`src/rtl/stats_reporter_if.sv`:
```
// stats_reporter_if: byte stream from the reporter to the UART.
// Master drives data/valid, slave answers with ready.
interface stats_reporter_if;
  logic [7:0] tx_data;
  logic       tx_valid;
  logic       tx_ready;

  modport master (
    output tx_data,
    output tx_valid,
    input  tx_ready
  );

  modport slave (
    input  tx_data,
    input  tx_valid,
    output tx_ready
  );
endinterface

```
`src/rtl/stats_reporter.sv`:
```
// stats_reporter: snapshots pet stats and streams an 11-byte
// ASCII frame ('S', 8 hex digits, CR, LF) on timer or request.
module stats_reporter #(
  parameter logic [23:0] REPORT_PERIOD = 24'd10_000_000
) (
  input  logic                    clk,
  input  logic                    rst_n,
  input  logic                    enable,
  input  logic                    report_req,
  input  logic [3:0]              hunger,
  input  logic [3:0]              happiness,
  input  logic [3:0]              health,
  input  logic [3:0]              hygiene,
  input  logic [3:0]              energy,
  input  logic [3:0]              social,
  input  logic [6:0]              status,
  stats_reporter_if.master        tx,
  output logic                    busy,
  output logic                    frame_done,
  output logic [7:0]              frame_count
);

  typedef enum logic [1:0] {
    IDLE,
    SEND,
    GAP
  } state_t;

  state_t      state;
  state_t      state_d;
  logic [23:0] cnt;
  logic        tick;
  logic        pending;
  logic        trig;
  logic        start;
  logic        accept;
  logic        last;
  logic [3:0]  idx;
  logic [3:0]  idx_n;
  logic [23:0] snap;
  logic [6:0]  snap_st;
  logic [7:0]  nxt_byte;
  logic [7:0]  data_q;
  logic        valid_q;

  function automatic logic [7:0] hex(input logic [3:0] v);
    return (v < 4'd10) ? 8'h30 + {4'h0, v}
                       : 8'h37 + {4'h0, v};
  endfunction

  assign tick  = (cnt == REPORT_PERIOD - 24'd1);
  assign trig  = tick | report_req | pending;
  assign idx_n = idx + 4'd1;

  assign tx.tx_data  = data_q;
  assign tx.tx_valid = valid_q;

  // free-running report period counter
  always_ff @(posedge clk or negedge rst_n) begin
    if (!rst_n) begin
      cnt <= '0;
    end else if (tick) begin
      cnt <= '0;
    end else begin
      cnt <= cnt + 24'd1;
    end
  end

  // one-deep request memory; late requests merge
  always_ff @(posedge clk or negedge rst_n) begin
    if (!rst_n) begin
      pending <= 1'b0;
    end else if (start) begin
      pending <= 1'b0;
    end else if (tick | report_req) begin
      pending <= 1'b1;
    end
  end

  // state register
  always_ff @(posedge clk or negedge rst_n) begin
    if (!rst_n) begin
      state <= IDLE;
    end else begin
      state <= state_d;
    end
  end

  // next state and handshake decode
  always_comb begin
    state_d = state;
    start   = 1'b0;
    accept  = 1'b0;
    last    = 1'b0;
    unique case (state)
      IDLE: begin
        if (enable && trig) begin
          start   = 1'b1;
          state_d = SEND;
        end
      end
      SEND: begin
        if (tx.tx_ready) begin
          accept = 1'b1;
          if (idx == 4'd10) begin
            last    = 1'b1;
            state_d = GAP;
          end
        end
      end
      GAP: state_d = IDLE;
      default: state_d = IDLE;
    endcase
  end

  // byte that follows the one currently on the bus
  always_comb begin
    nxt_byte = 8'h53;
    case (idx_n)
      4'd1:  nxt_byte = hex(snap[23:20]);
      4'd2:  nxt_byte = hex(snap[19:16]);
      4'd3:  nxt_byte = hex(snap[15:12]);
      4'd4:  nxt_byte = hex(snap[11:8]);
      4'd5:  nxt_byte = hex(snap[7:4]);
      4'd6:  nxt_byte = hex(snap[3:0]);
      4'd7:  nxt_byte = hex({1'b0, snap_st[6:4]});
      4'd8:  nxt_byte = hex(snap_st[3:0]);
      4'd9:  nxt_byte = 8'h0D;
      4'd10: nxt_byte = 8'h0A;
      default: nxt_byte = 8'h53;
    endcase
  end

  // frame datapath: snapshot, byte stepping, completion
  always_ff @(posedge clk or negedge rst_n) begin
    if (!rst_n) begin
      snap        <= '0;
      snap_st     <= '0;
      idx         <= '0;
      data_q      <= 8'h00;
      valid_q     <= 1'b0;
      busy        <= 1'b0;
      frame_done  <= 1'b0;
      frame_count <= 8'h00;
    end else begin
      frame_done <= last;
      if (start) begin
        snap    <= {hunger, happiness, health,
                    hygiene, energy, social};
        snap_st <= status;
        idx     <= 4'd0;
        data_q  <= 8'h53;
        valid_q <= 1'b1;
        busy    <= 1'b1;
      end else if (last) begin
        valid_q     <= 1'b0;
        busy        <= 1'b0;
        frame_count <= frame_count + 8'd1;
      end else if (accept) begin
        idx    <= idx_n;
        data_q <= nxt_byte;
      end
    end
  end

endmodule

```
`src/flat_wrapper.sv`:
```
// flat-port wrapper written by rule: the top's interface ports become plain ports
module stats_reporter_flat 
#(
  parameter logic [23:0] REPORT_PERIOD = 24'd10_000_000
)
  (clk, rst_n, enable, report_req, hunger, happiness, health, hygiene, energy, social, status, busy, frame_done, frame_count, tx_tx_data, tx_tx_valid, tx_tx_ready);
  stats_reporter_if tx_i ();
  input  logic clk;
  input  logic rst_n;
  input  logic enable;
  input  logic report_req;
  input  logic [3:0] hunger;
  input  logic [3:0] happiness;
  input  logic [3:0] health;
  input  logic [3:0] hygiene;
  input  logic [3:0] energy;
  input  logic [3:0] social;
  input  logic [6:0] status;
  output logic busy;
  output logic frame_done;
  output logic [7:0] frame_count;
  output wire logic [$bits(tx_i.tx_data)-1:0] tx_tx_data;
  output wire logic [$bits(tx_i.tx_valid)-1:0] tx_tx_valid;
  input wire logic [$bits(tx_i.tx_ready)-1:0] tx_tx_ready;
  assign tx_tx_data = tx_i.tx_data;
  assign tx_tx_valid = tx_i.tx_valid;
  assign tx_i.tx_ready = tx_tx_ready;
  stats_reporter #(.REPORT_PERIOD(REPORT_PERIOD)) u_core (.clk(clk), .rst_n(rst_n), .enable(enable), .report_req(report_req), .hunger(hunger), .happiness(happiness), .health(health), .hygiene(hygiene), .energy(energy), .social(social), .status(status), .tx(tx_i), .busy(busy), .frame_done(frame_done), .frame_count(frame_count));
endmodule
```
`config.mk`:
```
export PLATFORM = sky130hd
export DESIGN_NAME = stats_reporter_flat
export DESIGN_NICKNAME = d
export VERILOG_FILES = /design/src/rtl/stats_reporter_if.sv /design/src/rtl/stats_reporter.sv /design/src/flat_wrapper.sv
export SDC_FILE = /design/constraint.sdc
export NUM_CORES = 1
export LEC_CHECK = 0
export CORE_MARGIN = 8
export CORE_UTILIZATION = 57
export CTS_CLUSTER_DIAMETER = 30
export CTS_CLUSTER_SIZE = 24
export DETAILED_ROUTE_END_ITERATION = 8
export PLACE_DENSITY = 0.83
export SKIP_CTS_REPAIR_TIMING = 1
export SYNTH_ARGS = -nofsm -noshare
export SYNTH_HDL_FRONTEND = slang
export SYNTH_SLANG_ARGS = --single-unit
```
`constraint.sdc`:
```
create_clock -name clk -period 3.4 [get_ports clk]
set_clock_uncertainty 0.2 [all_clocks]
set_input_delay 0.51 -clock clk [delete_from_list [all_inputs] [get_ports clk]]
set_output_delay 0.51 -clock clk [all_outputs]
set_load 0.02 [all_outputs]
```
==> results by stage, run 1 <==
Run status:
- The run finished with clean final reports.

STA:
- The normalized max-slew margin is 34.33%.
- The final sum of negative setup slack is 0 ps.
- Derived from the worst setup path, the maximum achievable clock frequency is roughly 320 MHz.
- Setup repair after global routing left no endpoint under its margin.
- The number of endpoints with negative hold slack in the final report is 0.
- The final critical-path share of the clock period is about nine tenths.
- At the pin with the least slew margin, the transition time is 985.1 ps.
- The minimum clock period is 3087 ps.
- The final number of max-transition violations is 0.
- Setup violations remaining at the end of the flow were counted as 0.

Floorplan:
- The core box area is 0.008093 sq mm.
- In this run the horizontal extent of the chip is 106.8 um.
- The overall die area is 0.01140 sq mm.
- For this design the top-level I/O count stands at 55.
- The total number of placement rows is 33.
- The initial utilization of the core area, before any placement, comes to 58.04%.
- The die span in y is 106.8 um.

GRT:
- Global routing used 19.98% of the available tracks.
- The number of antenna violations at the first check in global routing is 0.
- Entering global routing, the biggest net connects 80 pins.
- For this run the aggregate overflow at the end of global routing stands at 0.
- The global-route wire length before repair is 18,330 um.
- The number of global-route vias before repair is 3,665.

Power and ir drop:
- The leakage dissipation is between 2 and 2.5 nW.
- In this run the power density over the cells is between 800 and 900 mW/mm^2.
- The largest voltage drop on the vdd net is 0.5595 mV.

CTS:
- The root buffer cell is sky130_fd_sc_hd__clkbuf_8.
- Clock tree synthesis found a total of 79 sinks.
- TritonCTS built the clock tree.
- Counting along the longest clock path gives a buffer depth of 2.
- The clock reaches the later pin of the worst-skew pair after 350 ps.
- Clock-pin slew was measured on the worst setup and hold paths at about 90 ps.
- The number of clock buffers added by TritonCTS is 9.
- The count of H-tree levels built during CTS is 3.

Detailed routing:
- For this block, the via count after detailed routing is 3,627.
- The aggregate routed wire length is approximately 11,000 um.
- The count of nets left with antenna violations once routing finished came out at 0.
- In this run, the number of DRC markers left after iteration 0 of detailed routing was 200.
- For this run, the detailed router's first-pass iteration total came to 5.
- In the final routed layout, each cell accounts on average for 17.58 um.
- The remaining routing DRC violations is 0.
- The via-per-instance ratio is 5.803.

Logic synthesis:
- The most used flip-flop cell after synthesis is sky130_fd_sc_hd__dfrtp_1.
- When the netlist entered floorplanning its net count stood at 506.
- The dominant cell type by area after synthesis is sky130_fd_sc_hd__dfrtp_1.
- Yosys attributes the largest share of cell area to sky130_fd_sc_hd__dfrtp_1, sky130_fd_sc_hd__mux2_4, sky130_fd_sc_hd__xnor2_1.
- Sequential cells were found to cover roughly 42% of the synthesized design area.
- The most common cell in the netlist is sky130_fd_sc_hd__dfrtp_1.
- The number of distinct standard cells referenced by the synthesized netlist is 72.
- The mapped netlist covers 0.004697 sq mm.
- In the synthesized netlist, the number of instances is ~460.
- The number of flip-flops and latches in the synthesized netlist is just under 80.
- Sorting the synthesized cells by how often they occur yields sky130_fd_sc_hd__dfrtp_1, sky130_fd_sc_hd__nand2_1, sky130_fd_sc_hd__o21ai_0, sky130_fd_sc_hd__nor2_1, sky130_fd_sc_hd__mux2_4.
- Yosys mapped a number of flops with a built-in enable equal to 0.
- In this run the biggest area consumer among cell types represents 42.09% of the synthesized area.
- Each instance of the synthesized netlist takes up on average a little over 10 sq um.
- The Yosys warning count is 0.
- Of all flip-flops after synthesis, the portion carrying an async set or reset was 100.0%.

Layout:
- The register area is ~0.0020 sq mm.
- The final layout contains 564 nets.
- The area growth from synthesis to layout is 18.19%.
- The area of the multi-input gates is 0.002542 sq mm.
- The number of inserted diodes is 0.
- The post-layout instance count excluding filler cells is 625.
- The post-route netlist has 14.62% of its cells at a drive strength greater than 1.
- The fill cell instance count of the final layout is 646.

Worst setup path:
- STA classifies the critical path startpoint as a register.
- The maximum net fanout on the critical path is 15.
- The critical path is of the register to register type.
- The data arrival time at the worst-slack endpoint is 3120 ps.
- The endpoint class of the critical path is a register.
- The data required time at the worst endpoint is ~3400 ps.

Placement:
- The final weighted congestion of routability-driven global placement is 0.9075.
- Counting tap cells, the placed design contains a total of 606 instances.
- The count of port buffers added during placement is 53.
- The HPWL after detailed placement is 8012 um.

Run:
- Max-cap violations in this run came to 0.

Min path:
- In this run the worst hold path is classified as input port to async pin.
==> logic make-up (layout without fill, tap and decap cells) <==
| group | after synthesis | after routing | share of synthesized area, % |
|---|---|---|---|
| flip-flops | 79 | 79 | 42.09 |
| AND/OR/NAND/NOR | 159 | 159 | 18.86 |
| other | 1 | 1 | 0.07984 |
| buffers and inverters | 36 | 99 | 3.782 |
| AO/OA/AOI/OAI | 102 | 102 | 15.37 |
| XOR/XNOR | 33 | 33 | 6.153 |
| multiplexers | 34 | 34 | 10.20 |
| adder cells (fa/ha/maj) | 13 | 13 | 3.463 |
==> area by class of cell <==
type / count / area share [%]
clock buffer: 10 / 2.299
clock inverter: 6 / 1.713
inverter: 20 / 1.352
multi-input combinational: 342 / 45.80
sequential: 79 / 35.61
tap: 105 / 2.366
timing repair buffer: 63 / 10.86
==> critical path, cell delays in order, from the launching register on <==
cell                        delay (ps)
sky130_fd_sc_hd__dfrtp_1           540
sky130_fd_sc_hd__ha_1              550
sky130_fd_sc_hd__nand2b_2          260
sky130_fd_sc_hd__nand2b_2          130
sky130_fd_sc_hd__o221ai_2          110
sky130_fd_sc_hd__a2111oi_4         670
sky130_fd_sc_hd__nand3_2           140
sky130_fd_sc_hd__o32a_1            380
==> registers in the layout, summed over array words and instances, names as in the netlist <==
register            flops
u_core.snap_st          7
u_core.tx.tx_data       7
u_core.frame_count      8
u_core.state            2
u_core.frame_done       1
u_core.idx              4
u_core.snap            24
u_core.cnt             24
u_core.pending          1
u_core.busy             1
==> cell usage in the layout (no fill, tap or decap), types with 3 or more instances in the layout <==
cell type / n
sky130_fd_sc_hd__dfrtp_1: 79
sky130_fd_sc_hd__nor2b_1: 10
sky130_fd_sc_hd__nand3b_1: 3
sky130_fd_sc_hd__inv_1: 19
sky130_fd_sc_hd__a21boi_0: 4
sky130_fd_sc_hd__clkbuf_8: 9
sky130_fd_sc_hd__mux2_2: 6
sky130_fd_sc_hd__clkinv_4: 4
sky130_fd_sc_hd__a21oi_1: 18
sky130_fd_sc_hd__nor3_1: 7
sky130_fd_sc_hd__and4b_1: 3
sky130_fd_sc_hd__xnor2_1: 20
sky130_fd_sc_hd__clkdlybuf4s50_1: 52
sky130_fd_sc_hd__xor2_1: 13
sky130_fd_sc_hd__a21o_1: 4
sky130_fd_sc_hd__o211ai_1: 4
sky130_fd_sc_hd__o22ai_1: 3
sky130_fd_sc_hd__nor2_1: 29
sky130_fd_sc_hd__nand3_1: 17
sky130_fd_sc_hd__buf_4: 11
sky130_fd_sc_hd__or3_1: 9
sky130_fd_sc_hd__mux2_4: 26
sky130_fd_sc_hd__nand2_1: 41
sky130_fd_sc_hd__and2_1: 4
sky130_fd_sc_hd__nand4_1: 9
sky130_fd_sc_hd__ha_1: 13
sky130_fd_sc_hd__a31oi_1: 3
sky130_fd_sc_hd__o21ai_0: 34
sky130_fd_sc_hd__a22o_1: 7
==> through the flow <==
| step | util (%) | total power, mW | hold slack [ps] | area (sq um) | setup WS (ps) |
|---|---|---|---|---|---|
| after floorplan | - | 3.124 | 14.41 | 4697 | 983.0 |
| after global placement | 65.57 | 3.660 | 261.6 | 5306 | 308.1 |
| after detailed placement | 65.57 | 3.722 | 278.0 | 5306 | 217.0 |
| after CTS | 68.32 | 4.515 | 150.4 | 5529 | 189.7 |
| after global routing | 68.60 | 4.847 | 209.1 | 5552 | 166.1 |
| final | 68.60 | 4.527 | 119.7 | 5552 | 312.7 |
==> report_power, final <==
group          leakage, nW  internal, mW  total [mW]  switching [mW]
clock                0.111         0.419       0.779           0.360
sequential           0.990          1.21        1.62           0.410
combinational         1.39          1.07        2.13            1.06
total                 2.49          2.70        4.53            1.83
==> metal layers <==
| layer | share of wire, % | GRT usage, % |
|---|---|---|
| met1 | 46 | 26.47 |
| met2 | 47 | 31.35 |
| met3 | 4.9 | 4.019 |
| met4 | 1.9 | 8.141 |
| met5 | 0 | 0 |
==> final timing paths <==
| path | slack [ps] | end | start | cells after the start |
|---|---|---|---|---|
| max | 310 | u_core.tx.tx_data[1]$_DFFE_PN0P_ | u_core.idx[0]$_DFFE_PN0P_ | 7 |
| max in group asynchronous | 2260 | u_core.idx[0]$_DFFE_PN0P_ | rst_n | 1 |
| min | 120 | u_core.snap[4]$_DFFE_PN0P_ | rst_n | 1 |
| min in group clk | 290 | u_core.frame_count[7]$_DFFE_PN0P_ | u_core.frame_count[7]$_DFFE_PN0P_ | 1 |
| max reg2reg | 310 | u_core.tx.tx_data[1]$_DFFE_PN0P_ | u_core.idx[0]$_DFFE_PN0P_ | 7 |
| min reg2reg | 290 | u_core.frame_count[7]$_DFFE_PN0P_ | u_core.frame_count[7]$_DFFE_PN0P_ | 1 |
Power figures use the tool's default switching activity.
==> inputs of run 2 (changes only) <==
--- a/config.mk
+++ b/config.mk
@@ -6,8 +6,9 @@
 export NUM_CORES = 1
 export LEC_CHECK = 0
+export CAP_MARGIN = 0
 export CORE_MARGIN = 8
 export CORE_UTILIZATION = 57
 export CTS_CLUSTER_DIAMETER = 30
-export CTS_CLUSTER_SIZE = 24
+export CTS_CLUSTER_SIZE = 10
 export DETAILED_ROUTE_END_ITERATION = 8
 export PLACE_DENSITY = 0.83
==> constraint.sdc (replaced) <==
create_clock -name clk -period 3.4 [get_ports clk]
set_clock_uncertainty 0.2 [all_clocks]
set_input_delay 0.51 -clock clk [delete_from_list [all_inputs] [get_ports clk]]
set_output_delay 0.51 -clock clk [all_outputs]
set_load 0.005 [all_outputs]
==> results of run 2 <==
The final DEF is identical to that of run 1. Status: finished clean.
Main changes from that run: total power 4.527 mW -> 4.468 mW; worst IR drop on VDD 0.5595 mV -> 0.5389 mV
==> inputs of run 3 (changes only) <==
- SETUP_SLACK_MARGIN: not set -> 0.02
- SLEW_MARGIN: not set -> 20
==> run 3 against run 2 <==
Effect of this change:
- critical path type unchanged
- utilization is essentially flat
- cell area about the same
- the flow now finishes with violations (negative hold slack)
- largest power group unchanged
- register-to-register slack gained 40 ps
==> results by stage, run 3 (same netlist as run 1, synthesis figures left out) <==
Run status:
- The flow ran to the end, but the final reports show violations.
- The final reports fail on negative hold slack.

Floorplan:
- After floorplanning, the core was divided into 33 placement rows.
- Pin placement for this block handled 55 I/O pins.
- The die covers 0.01140 sq mm.
- The region available for standard cell placement spans 0.008093 sq mm.
- The initial core utilization is 58.04%.
- The overall die width is 106.8 um.
- The die span in y is 106.8 um.

Detailed routing:
- The number of nets still failing antenna checks after routing is 0.
- The remaining routing DRC violations is 0.
- The final layout contains routed wiring with a total length of between 10,000 and 15,000 um.
- The routed length per instance is 17.59 um.
- In this run, the number of DRC markers left after iteration 0 of detailed routing was 226.
- Detailed routing inserted a total of between 3,000 and 4,000 vias.
- The first TritonRoute pass finished after 5 iterations.
- Dividing the detail-routed via count by the number of cells gives 5.835.

STA:
- The smallest clock period supported by the final layout is computed as between 3000 and 4000 ps.
- At the pin with the least slew margin, the transition time is 722.2 ps.
- On the final layout, the worst hold slack is -32.07 ps.
- After layout, the worst setup slack is 353.9 ps.
- The final number of max-transition violations was 0.
- Setup repair after global routing left no endpoint under its margin.
- After routing, the total negative slack on setup checks comes to 0 ps.
- Timing would allow up to 328.3 MHz.
- The number of endpoints with negative hold slack in the final report is 19.
- Setup violations remaining at the end of the flow were counted as 0.
- The final critical-path share of the clock period is 89.59%.
- In this run the tightest slew margin relative to its limit is between 50% and 60%.

Worst setup path:
- Counting cells, the worst reg-to-reg path comes to 7.
- The setup check on the worst reg-to-reg path leaves a slack of 350 ps.
- The endpoint class of the critical path is a register.
- The critical path goes through ha_1, nand2b_2, nand2b_2, o221ai_2, a2111oi_4, nand3_2, o32a_1.
- The worst setup path is launched from a register.
- Along the worst path, the maximum fanout reaches 15.
- The critical path's slowest cell is sky130_fd_sc_hd__a2111oi_4.
- The critical path class is register to register.
- The data required time at the worst endpoint is approximately 3400 ps.
- The reg-to-reg critical path startpoint is u_core.idx[0]$_DFFE_PN0P_.
- The highest cell delay on the worst timing path is 640 ps.
- The worst reg2reg path endpoint is u_core.tx.tx_data[1]$_DFFE_PN0P_.
- STA puts the critical path data arrival time at around 3100 ps.
- In this design, the critical path's most frequently occurring cell is sky130_fd_sc_hd__nand2b_2.

Placement:
- The setup slack after placement is approximately 220 ps.
- The placed instances occupy a cell area of 0.005306 sq mm.
- In this run the tool buffered the top-level ports with 53 buffer cells.
- Routability-driven placement finished with a final weighted congestion of 0.9075.
- The total placed cells including tap cells is 606.
- The wire-length estimate of the detail-placed layout is between 8000 and 9000 um.

CTS:
- The cell sitting at the root of the clock tree is a sky130_fd_sc_hd__clkbuf_8.
- TritonCTS created 9 clock buffers.
- The count of H-tree levels built during CTS is 3.
- The TritonCTS sink count is 79.
- The buffer levels on the longest clock path is 2.
- The insertion delay to the later sink of the worst-skew pair is about 350 ps.
- The clock tree from TritonCTS is yes.
- The clock transition at the registers of the reported paths is 80 ps.

GRT:
- Summed over all layers, the global routing overflow is 0.
- The largest net degree at the start of global routing is 80.
- The number of global-route vias before repair is 3,665.
- The number of antenna violations at the first check in global routing is 0.
- The global-route usage over all layers is 19.98%.
- The first global-routing pass estimated 18,330 um of wire.

Run:
- The number of max-cap violations is 0.

Min path:
- The min-delay analysis places its worst path in the category input port to async pin.

Layout:
- The number of inserted diodes is 0.
- The post-route netlist has between 10% and 20% of its cells at a drive strength greater than 1.
- The largest registers in the layout are u_core.cnt: 24 flops, u_core.snap: 24 flops, u_core.frame_count: 8 flops.
- Once layout is done, the placed cells without fillers occupy 0.005548 sq mm.
- Counting the fill cells in the layout gives 649.
- The final core utilization is between 60% and 70%.
- The library cells used most frequently in the layout, excluding fill and tap cells, are sky130_fd_sc_hd__dfrtp_1, sky130_fd_sc_hd__clkdlybuf4s50_1, sky130_fd_sc_hd__nand2_1.
- The most common library cell in the layout ignoring fill and taps is sky130_fd_sc_hd__dfrtp_1.
- The total number of nets in the final design is 562.
- The post-layout instance count excluding filler cells is 623.
- Relative to the synthesized area, the layout overhead comes to 18.11%.

Power and ir drop:
- The analysis attributes to cell leakage a power of 2.490 nW.
- The overall power consumption is 4.460 mW.
- The areal power density over the cells is 803.9 mW/mm^2.
- The worst-case IR drop observed on VDD is 0.5462 mV.
## run 3: cell count changes in the layout (fill, tap and decap cells not counted), sizes merged
cell / delta
buf: -2
## run 3: area by class of cell
class	count	area, sq um	share of cell area [%]
multi-input combinational	342	2542	45.83
sequential	79	1977	35.63
timing repair buffer	61	599.3	10.80
tap	105	131.4	2.368
clock buffer	10	127.6	2.300
clock inverter	6	95.09	1.714
inverter	20	75.07	1.353
## run 3: routing by layer
metal / up-vias / GRT usage [%] / part of all wire [%] / wire length (um)
met5: - / 0 / 0 / 0
met4: 0 / 8.141 / 2.2 / 244
met3: 18 / 4.019 / 4.8 / 522
met2: 94 / 31.35 / 47 / 5192
met1: 1776 / 26.47 / 46 / 5000
li1: 1747 / - / - / -
## run 3: critical path: cells and delay by family, from the launching register on
kind | cells | cell delay (ps)
fa+ha+maj | 1 | 530
simple gates | 3 | 550
compound gates | 3 | 1130
flops | 1 | 530
## run 3: power breakdown
part | switching [mW] | internal [mW] | leakage (nW)
clock network | 0.358 | 0.419 | 0.111
logic | 0.999 | 1.07 | 1.39
registers | 0.410 | 1.21 | 0.990
total | 1.77 | 2.69 | 2.49
## run 3: worst max-delay path by stage
stage,startpoint,endpoint,slack [ps],cells past startpoint
2_1_floorplan,u_core.idx[0]$_DFFE_PN0P_,u_core.tx.tx_data[1]$_DFFE_PN0P_,980,9
3_3_place_gp,u_core.cnt[0]$_DFF_PN0_,u_core.snap[1]$_DFFE_PN0P_,310,7
3_5_place_dp,u_core.cnt[0]$_DFF_PN0_,u_core.snap[3]$_DFFE_PN0P_,220,7
4_1_cts,u_core.cnt[0]$_DFF_PN0_,u_core.snap[3]$_DFFE_PN0P_,190,7
5_1_grt,u_core.idx[0]$_DFFE_PN0P_,u_core.tx.tx_data[1]$_DFFE_PN0P_,170,7
6_report,u_core.idx[0]$_DFFE_PN0P_,u_core.tx.tx_data[1]$_DFFE_PN0P_,350,7
